[src/rtl/tank_shot_engine.sv]
// Fire-button front end and shell animator for the tank game: debounces the button,
// charges shot power while held, then flies the shell across the 8-column field.
module tank_shot_engine #(
    parameter int TICK_DIV   = 5_000_000,
    parameter int DEB_CYCLES = 100_000
) (
    input  logic       clk,
    input  logic       nrst,
    input  logic       fire_btn,
    input  logic       turn,
    input  logic [3:0] tank1_location,
    input  logic [3:0] tank2_location,
    output logic       fire,
    output logic       hit,
    output logic [7:0] shell_col,
    output logic [2:0] power,
    output logic       busy
);

    localparam int TW = (TICK_DIV > 1) ? $clog2(TICK_DIV) : 1;
    localparam int DW = (DEB_CYCLES > 1) ? $clog2(DEB_CYCLES) : 1;
    localparam logic [TW-1:0] TICK_LAST = TW'(TICK_DIV - 1);
    localparam logic [DW-1:0] DEB_LAST  = DW'(DEB_CYCLES - 1);

    typedef enum logic [1:0] {
        IDLE,
        CHARGE,
        FLY
    } state_t;

    state_t state;

    logic          sync1;
    logic          sync2;
    logic          btn_d;
    logic          btn_prev;
    logic [DW-1:0] deb_cnt;

    always_ff @(posedge clk or negedge nrst) begin
        if (!nrst) begin
            sync1    <= 1'b0;
            sync2    <= 1'b0;
            btn_d    <= 1'b0;
            btn_prev <= 1'b0;
            deb_cnt  <= '0;
        end else begin
            sync1    <= fire_btn;
            sync2    <= sync1;
            btn_prev <= btn_d;
            if (sync2 == btn_d) begin
                deb_cnt <= '0;
            end else if (deb_cnt == DEB_LAST) begin
                btn_d   <= sync2;
                deb_cnt <= '0;
            end else begin
                deb_cnt <= deb_cnt + 1'b1;
            end
        end
    end

    logic btn_rise;
    logic btn_fall;

    assign btn_rise = btn_d & ~btn_prev;
    assign btn_fall = ~btn_d & btn_prev;

    logic       t1_valid;
    logic       t2_valid;
    logic [2:0] t1_col;
    logic [2:0] t2_col;

    // Highest set bit wins; tank1 occupies columns 5..7, tank2 columns 0..2.
    always_comb begin
        t1_valid = 1'b1;
        t1_col   = 3'd0;
        if (tank1_location[3])      t1_col = 3'd7;
        else if (tank1_location[2]) t1_col = 3'd6;
        else if (tank1_location[1]) t1_col = 3'd5;
        else                        t1_valid = 1'b0;

        t2_valid = 1'b1;
        t2_col   = 3'd0;
        if (tank2_location[2])      t2_col = 3'd2;
        else if (tank2_location[1]) t2_col = 3'd1;
        else if (tank2_location[0]) t2_col = 3'd0;
        else                        t2_valid = 1'b0;
    end

    logic unused_loc_bits;
    assign unused_loc_bits = tank1_location[0] | tank2_location[3];

    logic       src_valid;
    logic       dst_valid;
    logic [2:0] src_col;
    logic [2:0] dst_col;

    always_comb begin
        src_valid = turn ? t2_valid : t1_valid;
        src_col   = turn ? t2_col   : t1_col;
        dst_valid = turn ? t1_valid : t2_valid;
        dst_col   = turn ? t1_col   : t2_col;
    end

    logic [TW-1:0] tick;
    logic [2:0]    step;
    logic [2:0]    pos;
    logic [2:0]    tgt_col;
    logic          tgt_valid;
    logic          shoot_valid;
    logic          dir_up;
    logic [2:0]    pos_next;
    logic          edge_exit;
    logic          tick_done;

    always_comb begin
        pos_next  = dir_up ? (pos + 3'd1) : (pos - 3'd1);
        edge_exit = dir_up ? (pos == 3'd7) : (pos == 3'd0);
        tick_done = (tick == TICK_LAST);
    end

    always_ff @(posedge clk or negedge nrst) begin
        if (!nrst) begin
            state       <= IDLE;
            fire        <= 1'b0;
            hit         <= 1'b0;
            shell_col   <= '0;
            power       <= '0;
            tick        <= '0;
            step        <= '0;
            pos         <= '0;
            tgt_col     <= '0;
            tgt_valid   <= 1'b0;
            shoot_valid <= 1'b0;
            dir_up      <= 1'b0;
        end else begin
            case (state)
                IDLE: begin
                    fire      <= 1'b0;
                    shell_col <= '0;
                    if (btn_rise) begin
                        state <= CHARGE;
                        fire  <= 1'b1;
                        hit   <= 1'b0;
                        power <= '0;
                        tick  <= '0;
                    end
                end

                CHARGE: begin
                    if (btn_fall) begin
                        state       <= FLY;
                        dir_up      <= turn;
                        pos         <= src_col;
                        shoot_valid <= src_valid;
                        tgt_col     <= dst_col;
                        tgt_valid   <= dst_valid;
                        shell_col   <= src_valid ? (8'd1 << src_col) : '0;
                        step        <= '0;
                        tick        <= '0;
                    end else if (tick_done) begin
                        tick <= '0;
                        if (power != 3'd7) begin
                            power <= power + 3'd1;
                        end
                    end else begin
                        tick <= tick + 1'b1;
                    end
                end

                FLY: begin
                    // The final move and the landing share one edge, so the result
                    // appears exactly power*TICK_DIV cycles after FLY entry.
                    if (!shoot_valid || power == 3'd0) begin
                        hit       <= 1'b0;
                        fire      <= 1'b0;
                        shell_col <= '0;
                        state     <= IDLE;
                    end else if (tick_done) begin
                        tick <= '0;
                        if (edge_exit) begin
                            hit       <= 1'b0;
                            fire      <= 1'b0;
                            shell_col <= '0;
                            state     <= IDLE;
                        end else if (step + 3'd1 == power) begin
                            hit       <= tgt_valid && (pos_next == tgt_col);
                            fire      <= 1'b0;
                            shell_col <= '0;
                            state     <= IDLE;
                        end else begin
                            pos       <= pos_next;
                            shell_col <= 8'd1 << pos_next;
                            step      <= step + 3'd1;
                        end
                    end else begin
                        tick <= tick + 1'b1;
                    end
                end

                default: begin
                    state     <= IDLE;
                    fire      <= 1'b0;
                    shell_col <= '0;
                end
            endcase
        end
    end

    assign busy = fire;

endmodule
[config.mk]
export PLATFORM = sky130hd
export DESIGN_NAME = tank_shot_engine
export DESIGN_NICKNAME = d
export VERILOG_FILES = /design/src/rtl/tank_shot_engine.sv
export SDC_FILE = /design/constraint.sdc
export NUM_CORES = 1
export LEC_CHECK = 0
export ABC_AREA = 0
export CAP_MARGIN = 20
export CORE_ASPECT_RATIO = 0.5
export CORE_UTILIZATION = 45
export CTS_CLUSTER_SIZE = 12
export DETAILED_ROUTE_END_ITERATION = 8
export DONT_BUFFER_PORTS = 1
export PLACE_DENSITY = 0.69
export SYNTH_ARGS = -nofsm -noshare
export SYNTH_HDL_FRONTEND = slang
export SYNTH_SLANG_ARGS = --single-unit
[constraint.sdc]
create_clock -name clk -period 6.9 [get_ports clk]
set_clock_uncertainty 0.2 [all_clocks]
set_input_delay 0.345 -clock clk [delete_from_list [all_inputs] [get_ports clk]]
set_output_delay 0.345 -clock clk [all_outputs]
set_load 0.03 [all_outputs]
==> results.json <==
{
  "drt_wl_total_um": 8490,
  "status": "finished, final reports clean",
  "drv_slew": 0,
  "rsz0062_at_grt": "no",
  "nets": 464,
  "end_kind": "flop",
  "synth_ff_type": "dfrtp_1",
  "relSlewSlack_pct": 43.7,
  "hold_depth": 2,
  "synth.avg_cell_area_sq_um": 9.51,
  "r2r_start": "power[0]$_DFFE_PN0P_",
  "placed_cells": 537,
  "first_iter_violations": 245,
  "cp.required_ps": 6960,
  "r2r_slack_ps": 3820,
  "fill_cells": 793,
  "synth_top_area_share_pct": 43.3,
  "synth_cell_types": 59,
  "pwr-share-seq_pct": 43.0,
  "vias": 3145,
  "grt_usage_pct": 19.6,
  "clock-root-buffer": "clkbuf_16",
  "synth_top_cell_by_area": "dfrtp_1",
  "holdCritStartpoint": "tank2_location[0]",
  "powerDensity_nw_per_um2": 214,
  "r2r-end": "tick[22]$_DFFE_PN0P_",
  "ys.warnings.count": 0,
  "p_switching_mw": 0.192,
  "antenna_found_initial": 0,
  "cts_buffers": 9,
  "path_clk_slew_ps": 60,
  "hold_violations": 0,
  "ant_nets": 0,
  "grt_pass1_wl_um": 14600,
  "synthTopCellsByArea": "dfrtp_1 43%, o21ai_0 5.6%, nand2_1 4.9%",
  "start_util_pct": 46.8,
  "die_w_um": 137,
  "clockPowerShare_pct": 54.6,
  "p_int_mw": 0.791,
  "io_buffers": 0,
  "cpMaxStageDelayCell": "a221oi_2",
  "grt_pass1_vias": 3010,
  "synth_cells": 431,
  "power.leakage_nw": 1.91,
  "crit_path_start_kind": "flop",
  "layout.cells.non_filler": 557,
  "min_to": "tgt_valid$_DFFE_PN0P_",
  "timing.final.crit_share_pct": 44.6,
  "switching_share_pct": 19.6,
  "p_comb_share_pct": 2.5,
  "path_class": "reg -> reg",
  "final_common_cell": "dfrtp_1",
  "area_growth_pct": 12.0,
  "die_y_um": 69.5,
  "avgViaCountPerCell": 5.65,
  "clock_path_buffers": 2,
  "final_cell_mix": "71 x dfrtp_1, 54 x nand2_1, 46 x o21ai_0",
  "synth_seq_area_share_pct": 43.3,
  "p_total_mw": 0.984,
  "routedWlPerCell_um": 15.2,
  "finalCriticalPeriod_ps": 3080,
  "r2r_cells": 8,
  "layout-drive-gt1-share_pct": 9.55,
  "finalSetupViolCount": 0,
  "core_sq_um": 8770,
  "die-area_sq_um": 9520,
  "hpwl_um": 5830,
  "syn_nets": 460,
  "grt-ovfl-total": 0,
  "worst-path-max-fanout": 10,
  "tightest_slew_ps": 844,
  "clk_latency_ps": 330,
  "row_count": 24,
  "finalSetupTns_ps": 0,
  "irDropWorstVdd_uv": 140,
  "max_cap_violations": 0,
  "async_flop_share_pct": 100,
  "grt_max_degree": 72,
  "cts_setup_buffers": 0,
  "cp_slowest_stage_delay_ps": 770,
  "arrival_ps": 3140,
  "crit_chain": "inv_1, ha_1, inv_1, o21ai_0, a221oi_2, nand4_2, or3_1, a21oi_1",
  "antenna_cells": 0,
  "dr.pass1.iters": 4,
  "route.detailed.drc": 0,
  "gp_congestion": 0.800,
  "htreeDepth": 3,
  "cts_tree": "yes",
  "clkSinkCount": 71,
  "ios": 26,
  "synth-edff-count": 0,
  "ys_seq_elements": 71,
  "netlist_area_sq_um": 4100,
  "clock.fmax_mhz": 325,
  "hp-class": "in -> reg",
  "crit_top_cell": "inv_1"
}
==> flip-flops by register name, summed over array words and instances, names as in the netlist <==
name,flops
tick,23
deb_cnt,17
shell_col,8
pos,3
power,3
step,3
tgt_col,3
state,2
btn_d,1
btn_prev,1
busy,1
dir_up,1
hit,1
shoot_valid,1
sync1,1
sync2,1
tgt_valid,1
==> worst max path at each step <==
stage / startpoint / endpoint / slack (ps) / cells past startpoint
floorplan: power[0]$_DFFE_PN0P_ / tick[22]$_DFFE_PN0P_ / 4410 / 8
global placement: power[0]$_DFFE_PN0P_ / tick[22]$_DFFE_PN0P_ / 3830 / 8
detailed placement: power[0]$_DFFE_PN0P_ / tick[22]$_DFFE_PN0P_ / 3740 / 8
CTS: power[0]$_DFFE_PN0P_ / tick[22]$_DFFE_PN0P_ / 3760 / 8
global route: power[0]$_DFFE_PN0P_ / tick[22]$_DFFE_PN0P_ / 3570 / 8
finish: power[0]$_DFFE_PN0P_ / tick[22]$_DFFE_PN0P_ / 3820 / 8
==> cell type report <==
class	instances	area [sq um]	area share [%]
Tap cell	117	146	3.19
Clock inverter	5	105	2.29
Clock buffer	11	243	5.29
Timing Repair Buffer	4	57.6	1.25
Multi-Input combinational cell	334	2210	48.1
Inverter	15	56.3	1.23
Sequential cell	71	1780	38.7
==> through the flow <==
stage / worst slack (ps) / hold WS (ps) / instance area [sq um] / utilization (%)
2_1_floorplan: 4410 / -151 / 4100 / -
3_3_place_gp: 3830 / -148 / 4190 / 47.7
3_5_place_dp: 3740 / -149 / 4190 / 47.7
4_1_cts: 3760 / 6.79 / 4590 / 52.4
5_1_grt: 3570 / 14.2 / 4590 / 52.4
6_report: 3820 / 18.7 / 4590 / 52.4
==> critical path, delay by kind of cell (launching register included) <==
family	cells	cell delay [ps]
and+or+nand+nor	2	770
adders and majority gates	1	210
AOI/OAI and AO/OA	3	1030
buffers and inverters	2	160
DFF	1	620
==> metal layers <==
metal  vias up  track usage (%)  wire [um]
met4         0             7.08         86
met1      1532             25.9       4000
li1       1559                -          -
met2        45             30.6       4050
met3         9             5.48        354
met5         -                0          0
==> synth_stat cells, drive strengths merged (7+ instances only) <==
| cell | instances |
|---|---|
| nor2 | 38 |
| mux2 | 7 |
| ha | 16 |
| o31ai | 9 |
| xnor2 | 11 |
| a31oi | 7 |
| dfrtp | 71 |
| inv | 15 |
| nor4 | 9 |
| o21ai | 47 |
| xor2 | 16 |
| and3 | 7 |
| nor3 | 11 |
| nand3 | 23 |
| nand2 | 54 |
| nor2b | 8 |
| nand4 | 12 |
==> power by group through the flow <==
stage	Clock, mW	Combinational (mW)	Sequential, mW
2_1_floorplan	0	0.0114	0.429
3_3_place_gp	0	0.0128	0.430
3_5_place_dp	0	0.0129	0.430
4_1_cts	0.550	0.0254	0.423
5_1_grt	0.569	0.0285	0.423
6_report	0.537	0.0241	0.423
==> cells by family after synthesis <==
kind of cell | after synthesis | share of synthesized area (%)
AND/OR/NAND/NOR | 189 | 24.8
AO/OA/AOI/OAI | 88 | 14.0
flip-flops | 71 | 43.3
XOR/XNOR | 28 | 6.38
buffers and inverters | 26 | 2.84
adder cells (fa/ha/maj) | 17 | 5.37
multiplexers | 12 | 3.33
==> what timing repair did <==
item	in CTS	in global routing
resized for setup	0	0
hold buffers	4	0
hold endpoints to repair	76	0
No activity file was read; power rests on OpenSTA's default activity.
